===== src/rtl/token_fifo_pkg.sv =====
// Shared definitions for the token-ring FIFO: one-hot rotate helper and token reset value.
package token_fifo_pkg;

   // Widest ring the helper supports; rings of DEPTH <= MaxDepth use the low bits.
   localparam int unsigned MaxDepth = 32;

   typedef logic [MaxDepth-1:0] tok_t;

   localparam tok_t TokReset = tok_t'(1);

   // Rotate a one-hot token up by one inside the window given by mask (low-aligned ones).
   function automatic tok_t rotate_1h(input tok_t tok, input tok_t mask);
      tok_t top;
      top = tok & ~(mask >> 1);
      return ((tok << 1) & mask) | tok_t'(|top);
   endfunction

endpackage


===== src/rtl/token_ring_sync.sv =====
// DEPTH-bit one-hot rotating token register; advances by one position when adv is high.
module token_ring_sync
   import token_fifo_pkg::*;
#(
   parameter int unsigned DEPTH = 4
) (
   input  logic             clk,
   input  logic             init,
   input  logic             adv,
   output logic [DEPTH-1:0] tok
);

   localparam tok_t Mask = {MaxDepth{1'b1}} >> (MaxDepth - DEPTH);

   logic [DEPTH-1:0] tok_q, tok_d;
   tok_t             rot;
   logic             unused_rot;

   always_comb begin
      rot   = rotate_1h(tok_t'(tok_q), Mask);
      tok_d = adv ? rot[DEPTH-1:0] : tok_q;
   end

   // Bits above DEPTH are always zero after masking.
   assign unused_rot = ^rot;

   always_ff @(posedge clk or posedge init) begin
      if (init) begin
         tok_q <= TokReset[DEPTH-1:0];
      end else begin
         tok_q <= tok_d;
      end
   end

   assign tok = tok_q;

endmodule


===== src/rtl/token_fifo_sync.sv =====
// Single-clock FIFO addressed by one-hot put/get token rings with per-cell valid bits.
// Define TOKEN_FIFO_SYNC_ALMOST_EN to add almost_full/almost_empty from an occupancy counter.
module token_fifo_sync
   import token_fifo_pkg::*;
#(
   parameter int unsigned WIDTH = 8,
   parameter int unsigned DEPTH = 4
) (
   input  logic             clk,
   input  logic             init,
   input  logic             en_put,
   input  logic [WIDTH-1:0] data_put,
   output logic             full,
   input  logic             en_get,
   output logic [WIDTH-1:0] data_get,
   output logic             valid_get,
   output logic             empty,
   output logic [DEPTH-1:0] tok_put,
   output logic [DEPTH-1:0] tok_get
`ifdef TOKEN_FIFO_SYNC_ALMOST_EN
   ,
   output logic             almost_full,
   output logic             almost_empty
`endif
);

   logic [WIDTH-1:0] data_q [DEPTH];
   logic [DEPTH-1:0] valid_q, valid_d;
   logic [WIDTH-1:0] data_get_q, rd_word;
   logic             valid_get_q;
   logic             put_acc, get_acc;

   token_ring_sync #(
      .DEPTH (DEPTH)
   ) u_put_ring (
      .clk  (clk),
      .init (init),
      .adv  (put_acc),
      .tok  (tok_put)
   );

   token_ring_sync #(
      .DEPTH (DEPTH)
   ) u_get_ring (
      .clk  (clk),
      .init (init),
      .adv  (get_acc),
      .tok  (tok_get)
   );

   // Flags come from registered state only; no combinational path from the enables.
   assign full    = |(tok_put & valid_q);
   assign empty   = ~|(tok_get & valid_q);
   assign put_acc = en_put & ~full;
   assign get_acc = en_get & ~empty;

   always_comb begin
      valid_d = valid_q;
      rd_word = '0;
      for (int i = 0; i < DEPTH; i++) begin
         if (put_acc && tok_put[i]) valid_d[i] = 1'b1;
         if (get_acc && tok_get[i]) valid_d[i] = 1'b0;
         if (tok_get[i]) rd_word = rd_word | data_q[i];
      end
   end

   always_ff @(posedge clk or posedge init) begin
      if (init) begin
         valid_q     <= '0;
         data_get_q  <= '0;
         valid_get_q <= 1'b0;
      end else begin
         valid_q     <= valid_d;
         valid_get_q <= get_acc;
         if (get_acc) data_get_q <= rd_word;
      end
   end

   // Cell storage carries no reset; the valid bits alone define occupancy.
   always_ff @(posedge clk) begin
      for (int i = 0; i < DEPTH; i++) begin
         if (put_acc && tok_put[i]) data_q[i] <= data_put;
      end
   end

   assign data_get  = data_get_q;
   assign valid_get = valid_get_q;

`ifdef TOKEN_FIFO_SYNC_ALMOST_EN
   localparam int unsigned CntW = $clog2(DEPTH + 1);

   logic [CntW-1:0] cnt_q;

   always_ff @(posedge clk or posedge init) begin
      if (init) begin
         cnt_q <= '0;
      end else if (put_acc && !get_acc) begin
         cnt_q <= cnt_q + 1'b1;
      end else if (get_acc && !put_acc) begin
         cnt_q <= cnt_q - 1'b1;
      end
   end

   assign almost_full  = (cnt_q >= CntW'(DEPTH - 1));
   assign almost_empty = (cnt_q <= CntW'(1));
`endif

endmodule


===== config.mk =====
export PLATFORM = sky130hd
export DESIGN_NAME = token_fifo_sync
export DESIGN_NICKNAME = d
export VERILOG_FILES = /design/src/rtl/token_fifo_pkg.sv /design/src/rtl/token_ring_sync.sv /design/src/rtl/token_fifo_sync.sv
export SDC_FILE = /design/constraint.sdc
export NUM_CORES = 1
export LEC_CHECK = 0
export ABC_AREA = 1
export CELL_PAD_IN_SITES_DETAIL_PLACEMENT = 1
export CELL_PAD_IN_SITES_GLOBAL_PLACEMENT = 1
export CORE_ASPECT_RATIO = 0.9
export CORE_MARGIN = 1.5
export CORE_UTILIZATION = 46
export DETAILED_ROUTE_END_ITERATION = 16
export GPL_ROUTABILITY_DRIVEN = 0
export PLACE_DENSITY = 0.88
export SYNTH_ARGS = -nofsm -noshare
export SYNTH_HDL_FRONTEND = slang
export SYNTH_SLANG_ARGS = --single-unit

===== constraint.sdc =====
create_clock -name clk -period 2.7 [get_ports clk]
set_clock_uncertainty 0.05 [all_clocks]
set_input_delay 0.675 -clock clk [delete_from_list [all_inputs] [get_ports clk]]
set_output_delay 0.675 -clock clk [all_outputs]
set_load 0.02 [all_outputs]

==> results by group, run 1 <==
Outcome
  • Status: completed

Synth
  • Main combinational cell family by area after synthesis: simple AND/OR/NAND/NOR gates
  • Adder-Cell Fraction of Synth Area: 0
  • Post-Synth Simple-Gate Area: 0.188
  • Synth Instances: roughly 180
  • Post-Synth XOR/XNOR Area: 0
  • Compound-Gate Fraction of Synth Area: 0.0521
  • Share of the synthesized area in the top cell type: 0.455
  • Flops & latches, synth: 53
  • Seq/Total Area, Yosys: 0.705
  • Number of synthesis warnings: 0
  • Synth Net Count: between 150 and 200
  • Top post-synthesis cells by area: edfxtp_1 (45%), dfrtp_1 (23%), nand2_1 (10%)
  • Synthesized area per cell: between 10 and 15 um2
  • Mux contribution to synthesized area: 0
  • Number of unique standard cell types used by synthesis: 15
  • Mapped Area: 0.00211 mm2
  • Area leader, netlist: edfxtp_1

STA
  • Fin Hold WS: 0.439 ns
  • Final setup margin: 0.131 ns
  • Fin crit share: 0.952
  • FMAX: 389 MHz
  • RSZ-0062 raised after global routing: false
  • Final Hold Viols: 0
  • Worst-margin pin slew: 0.466 ns
  • Crit path time final: ~2.6 ns
  • Final setup fails: 0
  • Final Max Tran Viols: 0
  • Setup TNS Final: 0 ns
  • Slew HR: 0.689

Critical path
  • Required time worst endpoint: 1.98 ns
  • Crit path capture type: output pin
  • Crit path max fanout: 12
  • Reg-to-reg slack, setup: 1.05 ns
  • Data arrival time of the critical path: around 1.8 ns
  • Crit Reg-Reg Endpoint: data_q[3][2]
  • R2R cell count: 5
  • Setup CP Type: flop to output pin
  • Reg-to-reg startpoint: u_put_ring.tok[2]
  • CP Launch Type: flop

Hold path
  • WHS Path Cells: 2
  • Hold Crit Start: data_get[3]
  • HP Class: flop to flop
  • Hold Path End: data_get[3]

CTS
  • Root Buffer: clkbuf_8
  • Clock sink count: 53
  • CTS Buf Count: 5
  • Post-CTS setup buffer count: 0
  • CTS Hold Buffers Added: 0
  • Resize count post-CTS: 0
  • Clk buf depth: 2
  • Clock-pin slew on the worst setup and hold paths: 0.09 ns
  • CTS tree: yes
  • # H-tree levels: 2
  • Worst skew pair latency: ~0.3 ns

Power and ir drop
  • Max VDD drop: 0.000372 V
  • Leakage: ~1.1 nW
  • Pwr Density: 550 mW/mm2

Floorplanning
  • DIE WIDTH: 74.4 um
  • Die Y: 67.3 um
  • Die area: 0.00501 mm2
  • # IOs: 31
  • Core ar.: approximately 0.0044 mm2
  • Initial Util: 0.477
  • Num rows: 23

Routing
  • First-pass iteration count of the detailed router: 4
  • Final ANT Viol Nets: 0
  • Routed len/inst: 16.0 um
  • DRC viols: 0
  • DR iter-0 viols: 104
  • Total Wirelength: 4400 um
  • Vias per cell: 4.96
  • Routed vias: 1360

Cells and area
  • Final nets: 223
  • Finished Cell Area: 0.00256 mm2
  • Core Util, Final: 0.579
  • Multi-input gate area: 508 um2
  • Sequential cell area: 0.00149 mm2
  • Share of cells above drive strength 1: 0.151
  • Syn-to-layout area delta: 21.4%
  • Ant. Diodes: 0
  • FILL cells: between 400 and 500

Placement
  • Dpl ws: 0.456 ns
  • Placed inst area: 0.00246 mm2
  • Post-DP HPWL: 3070 um
  • PortBufs: 30

Global routing
  • Total grt overflow: 0
  • Initial antenna violation count: 0
  • Largest net degree at the start of global routing: 22
  • Vias in the first global route: around 1400
  • Total GRT Usage: 0.194
  • First-pass GRT wire length: 6760 um

Job
  • Maxcap violations: 0
==> per-stage QoR <==
step           power (mW)  instances
6_report             1.41        274
5_1_grt              1.45        274
4_1_cts              1.42        274
3_5_place_dp        0.910        266
3_3_place_gp        0.909        266
2_1_floorplan       0.883        177
==> how the worst max path moves through the flow <==
stage	startpoint	endpoint	slack, ns	depth (start not counted)
after floorplan	u_put_ring.tok[0]	full	1.04	4
after global placement	u_get_ring.tok[1]	empty	0.52	4
after detailed placement	u_get_ring.tok[1]	empty	0.46	4
after CTS	u_get_ring.tok[1]	empty	0.12	4
after global routing	u_get_ring.tok[1]	empty	0.06	4
final	u_get_ring.tok[1]	empty	0.13	4
==> flip-flops by register name, indices dropped and copies added, names as in the netlist <==
signal,flops
valid_get,1
data_get,8
u_get_ring.tok,4
data_q,32
valid_q,4
u_put_ring.tok,4
==> synthesized netlist by cell type (all sizes together) <==
cell type,number
dfrtp,19
nand2,68
nand3,16
a21oi,8
edfxtp,32
o21ai,8
nor2,1
buf,6
nand4,1
inv,16
dfstp,2
==> layout make-up <==
cell class | instances | area share
Tap cell | 62 | 0.0302
Multi-Input combinational cell | 102 | 0.198
Clock buffer | 6 | 0.0283
Inverter | 16 | 0.0234
Clock inverter | 2 | 0.0137
Timing Repair Buffer | 33 | 0.126
Sequential cell | 53 | 0.580
==> power breakdown <==
| group | leakage [nW] | internal (mW) | switching (mW) |
|---|---|---|---|
| combinational | 0.476 | 0.0154 | 0.0166 |
| clock | 0.0552 | 0.275 | 0.244 |
| sequential | 0.553 | 0.860 | 0 |
==> kinds of logic (layout without fill, tap and decap cells) <==
logic type,count (synthesis),after routing
AND/OR/NAND/NOR,86,86
flip-flops,53,53
buffers and inverters,22,57
AO/OA/AOI/OAI,16,16
==> layout by cell type (no fill, tap or decap) <==
cell,count
nand2_1,58
edfxtp_1,32
clkdlybuf4s50_1,30
dfrtp_1,19
inv_1,16
nand3_1,16
nand2_2,9
a21oi_1,8
o21ai_2,8
clkbuf_8,5
buf_4,3
dfstp_2,2
nand4_4,1
nand2_4,1
nor2_4,1
clkbuf_1,1
clkinv_2,1
bufinv_16,1
==> critical path, stage by stage (launching register included) <==
cell and delay [ns]:
dfrtp_1 0.56, nand2_2 0.15, nand4_4 0.15, inv_1 0.08
clkdlybuf4s50_1 0.59
==> routing by layer <==
metal / wire (um) / track usage
met3: 164 / 0.0463
met1: 1890 / 0.235
met2: 2240 / 0.324
met4: 101 / 0.102
met5: 0 / 0
Note: power is estimated with default switching activity, not from simulation.
==> run 2, diff against run 1 <==
--- a/config.mk
+++ b/config.mk
@@ -14,6 +14,7 @@
 export DETAILED_ROUTE_END_ITERATION = 16
 export GPL_ROUTABILITY_DRIVEN = 0
 export PLACE_DENSITY = 0.88
+export REMOVE_ABC_BUFFERS = 1
 export SYNTH_ARGS = -nofsm -noshare
 export SYNTH_HDL_FRONTEND = slang
 export SYNTH_SLANG_ARGS = --single-unit
==> results by group, run 2 (synthesis results as in run 1) <==
Critical path
  • CP Launch Type: flop
  • Crit path max-delay cell type: dfstp_2
  • Reg-to-reg slack, setup: 0.99 ns
  • Crit path capture type: output pin
  • Required time worst endpoint: 1.98 ns
  • Reg-to-reg startpoint: valid_q[2]
  • Data arrival time of the critical path: between 1.5 and 2 ns
  • Crit path max fanout: 12
  • R2R cell count: 5
  • CP Cell Sequence: nand2_1 > nand4_4 > inv_1 > clkdlybuf4s50_1
  • Setup CP Type: flop to output pin
  • Crit path largest cell delay: about 0.67 ns
  • Crit Reg-Reg Endpoint: data_q[3][6]

Floorplanning
  • Core ar.: 0.00443 mm2
  • # IOs: 31
  • Die Y: 67.3 um
  • Initial Util: 0.477
  • DIE WIDTH: 74.4 um
  • Num rows: 23
  • Die area: 0.00501 mm2

STA
  • Slew HR: 0.717
  • Worst-margin pin slew: 0.424 ns
  • Final Max Tran Viols: 0
  • Crit path time final: 2.53 ns
  • Final setup margin: 0.175 ns
  • FMAX: ~400 MHz
  • Final setup fails: 0
  • Setup TNS Final: 0 ns
  • RSZ-0062 raised after global routing: false
  • Final Hold Viols: 0
  • Fin crit share: 0.935

Routing
  • Routed vias: 1389
  • DRC viols: 0
  • Total Wirelength: 4670 um
  • Routed len/inst: 17.0 um
  • DR iter-0 viols: 74
  • First-pass iteration count of the detailed router: 4
  • Final ANT Viol Nets: 0
  • Vias per cell: 5.05

CTS
  • Resize count post-CTS: 0
  • Root Buffer: clkbuf_8
  • Clock-pin slew on the worst setup and hold paths: around 0.10 ns
  • Clock sink count: 53
  • Post-CTS setup buffer count: 0
  • CTS tree: yes
  • CTS Hold Buffers Added: 0
  • CTS Buf Count: 5
  • Clk buf depth: 2
  • Worst skew pair latency: 0.30 ns
  • # H-tree levels: 2

Global routing
  • Initial antenna violation count: 0
  • Total grt overflow: 0
  • Largest net degree at the start of global routing: 22
  • Vias in the first global route: 1443
  • First-pass GRT wire length: 7250 um
  • Total GRT Usage: 0.206

Hold path
  • Hold Path End: data_get[1]
  • WHS Path Cells: 2
  • Hold Crit Start: data_get[1]
  • HP Class: flop to flop

Cells and area
  • Largest Register: data_q
  • Commonest cells after routing, fill and taps aside: nand2_1 (58), edfxtp_1 (32), clkdlybuf4s50_1 (30)
  • Ant. Diodes: 0
  • Finished Cell Area: 0.00255 mm2
  • Final nets: 224
  • Core Util, Final: 0.577
  • Flip-flop count of the largest register after layout: 32
  • Syn-to-layout area delta: 21.0%
  • Commonest non-fill, non-tap cell in the layout: nand2_1
  • Share of cells above drive strength 1: 0.160

Job
  • Maxcap violations: 0

Power and ir drop
  • Total power: 1.34 mW
  • Leakage: 1.08 nW
  • Max VDD drop: 0.000335 V
  • Pwr Density: around 520 mW/mm2

Placement
  • Placed inst area: 0.00246 mm2
  • PortBufs: 30
  • Dpl ws: between 0.5 and 0.6 ns
  • Post-DP HPWL: 3300 um

Outcome
  • Status: completed
[run 2: final cells by class]
class,instances,area (um2)
fillers,476,1880
clock inverters,3,21.3
multi-input cells,102,508
well taps,62,77.6
repair buffers,34,330
inverters,16,60.1
flip-flops and latches,53,1490
clock buffers,5,68.8
[run 2: through the flow]
step | cells | hold slack [ns]
floorplan | 171 | 0.458
global placement | 267 | 0.420
detailed placement | 267 | 0.423
CTS | 275 | 0.444
global route | 275 | 0.460
finish | 275 | 0.443
[run 2: worst max path at each step]
stage / slack (ns) / depth (start not counted) / from / end
CTS: 0.16 / 4 / u_get_ring.tok[0] / empty
detailed placement: 0.50 / 3 / en_put / data_q[3][1]
global route: 0.09 / 4 / u_get_ring.tok[0] / empty
finish: 0.17 / 4 / u_get_ring.tok[0] / empty
floorplan: 0.97 / 3 / u_get_ring.tok[0] / empty
global placement: 0.54 / 4 / u_get_ring.tok[0] / empty
[run 2: where the power goes]
part	total (mW)	leakage, nW	switching (mW)	internal [mW]
sequential	0.860	0.553	0	0.860
clock	0.444	0.0445	0.260	0.184
combinational	0.0326	0.482	0.0172	0.0154
[run 2: critical path, delay by kind of cell (launching register included)]
| kind | cells | cell delay (ns) |
|---|---|---|
| flip-flops | 1 | 0.67 |
| buffers and inverters | 2 | 0.58 |
| AND/OR/NAND/NOR | 2 | 0.25 |
[run 2: routing by layer]
| layer | wire [um] | part of all wire | GRT usage | vias up |
|---|---|---|---|---|
| met2 | 2410 | 0.52 | 0.354 | 41 |
| met1 | 1990 | 0.43 | 0.250 | 689 |
| met5 | 0 | 0 | 0 | - |
| met3 | 172 | 0.037 | 0.0403 | 7 |
| met4 | 95 | 0.020 | 0.0977 | 0 |
| li1 | - | - | - | 652 |
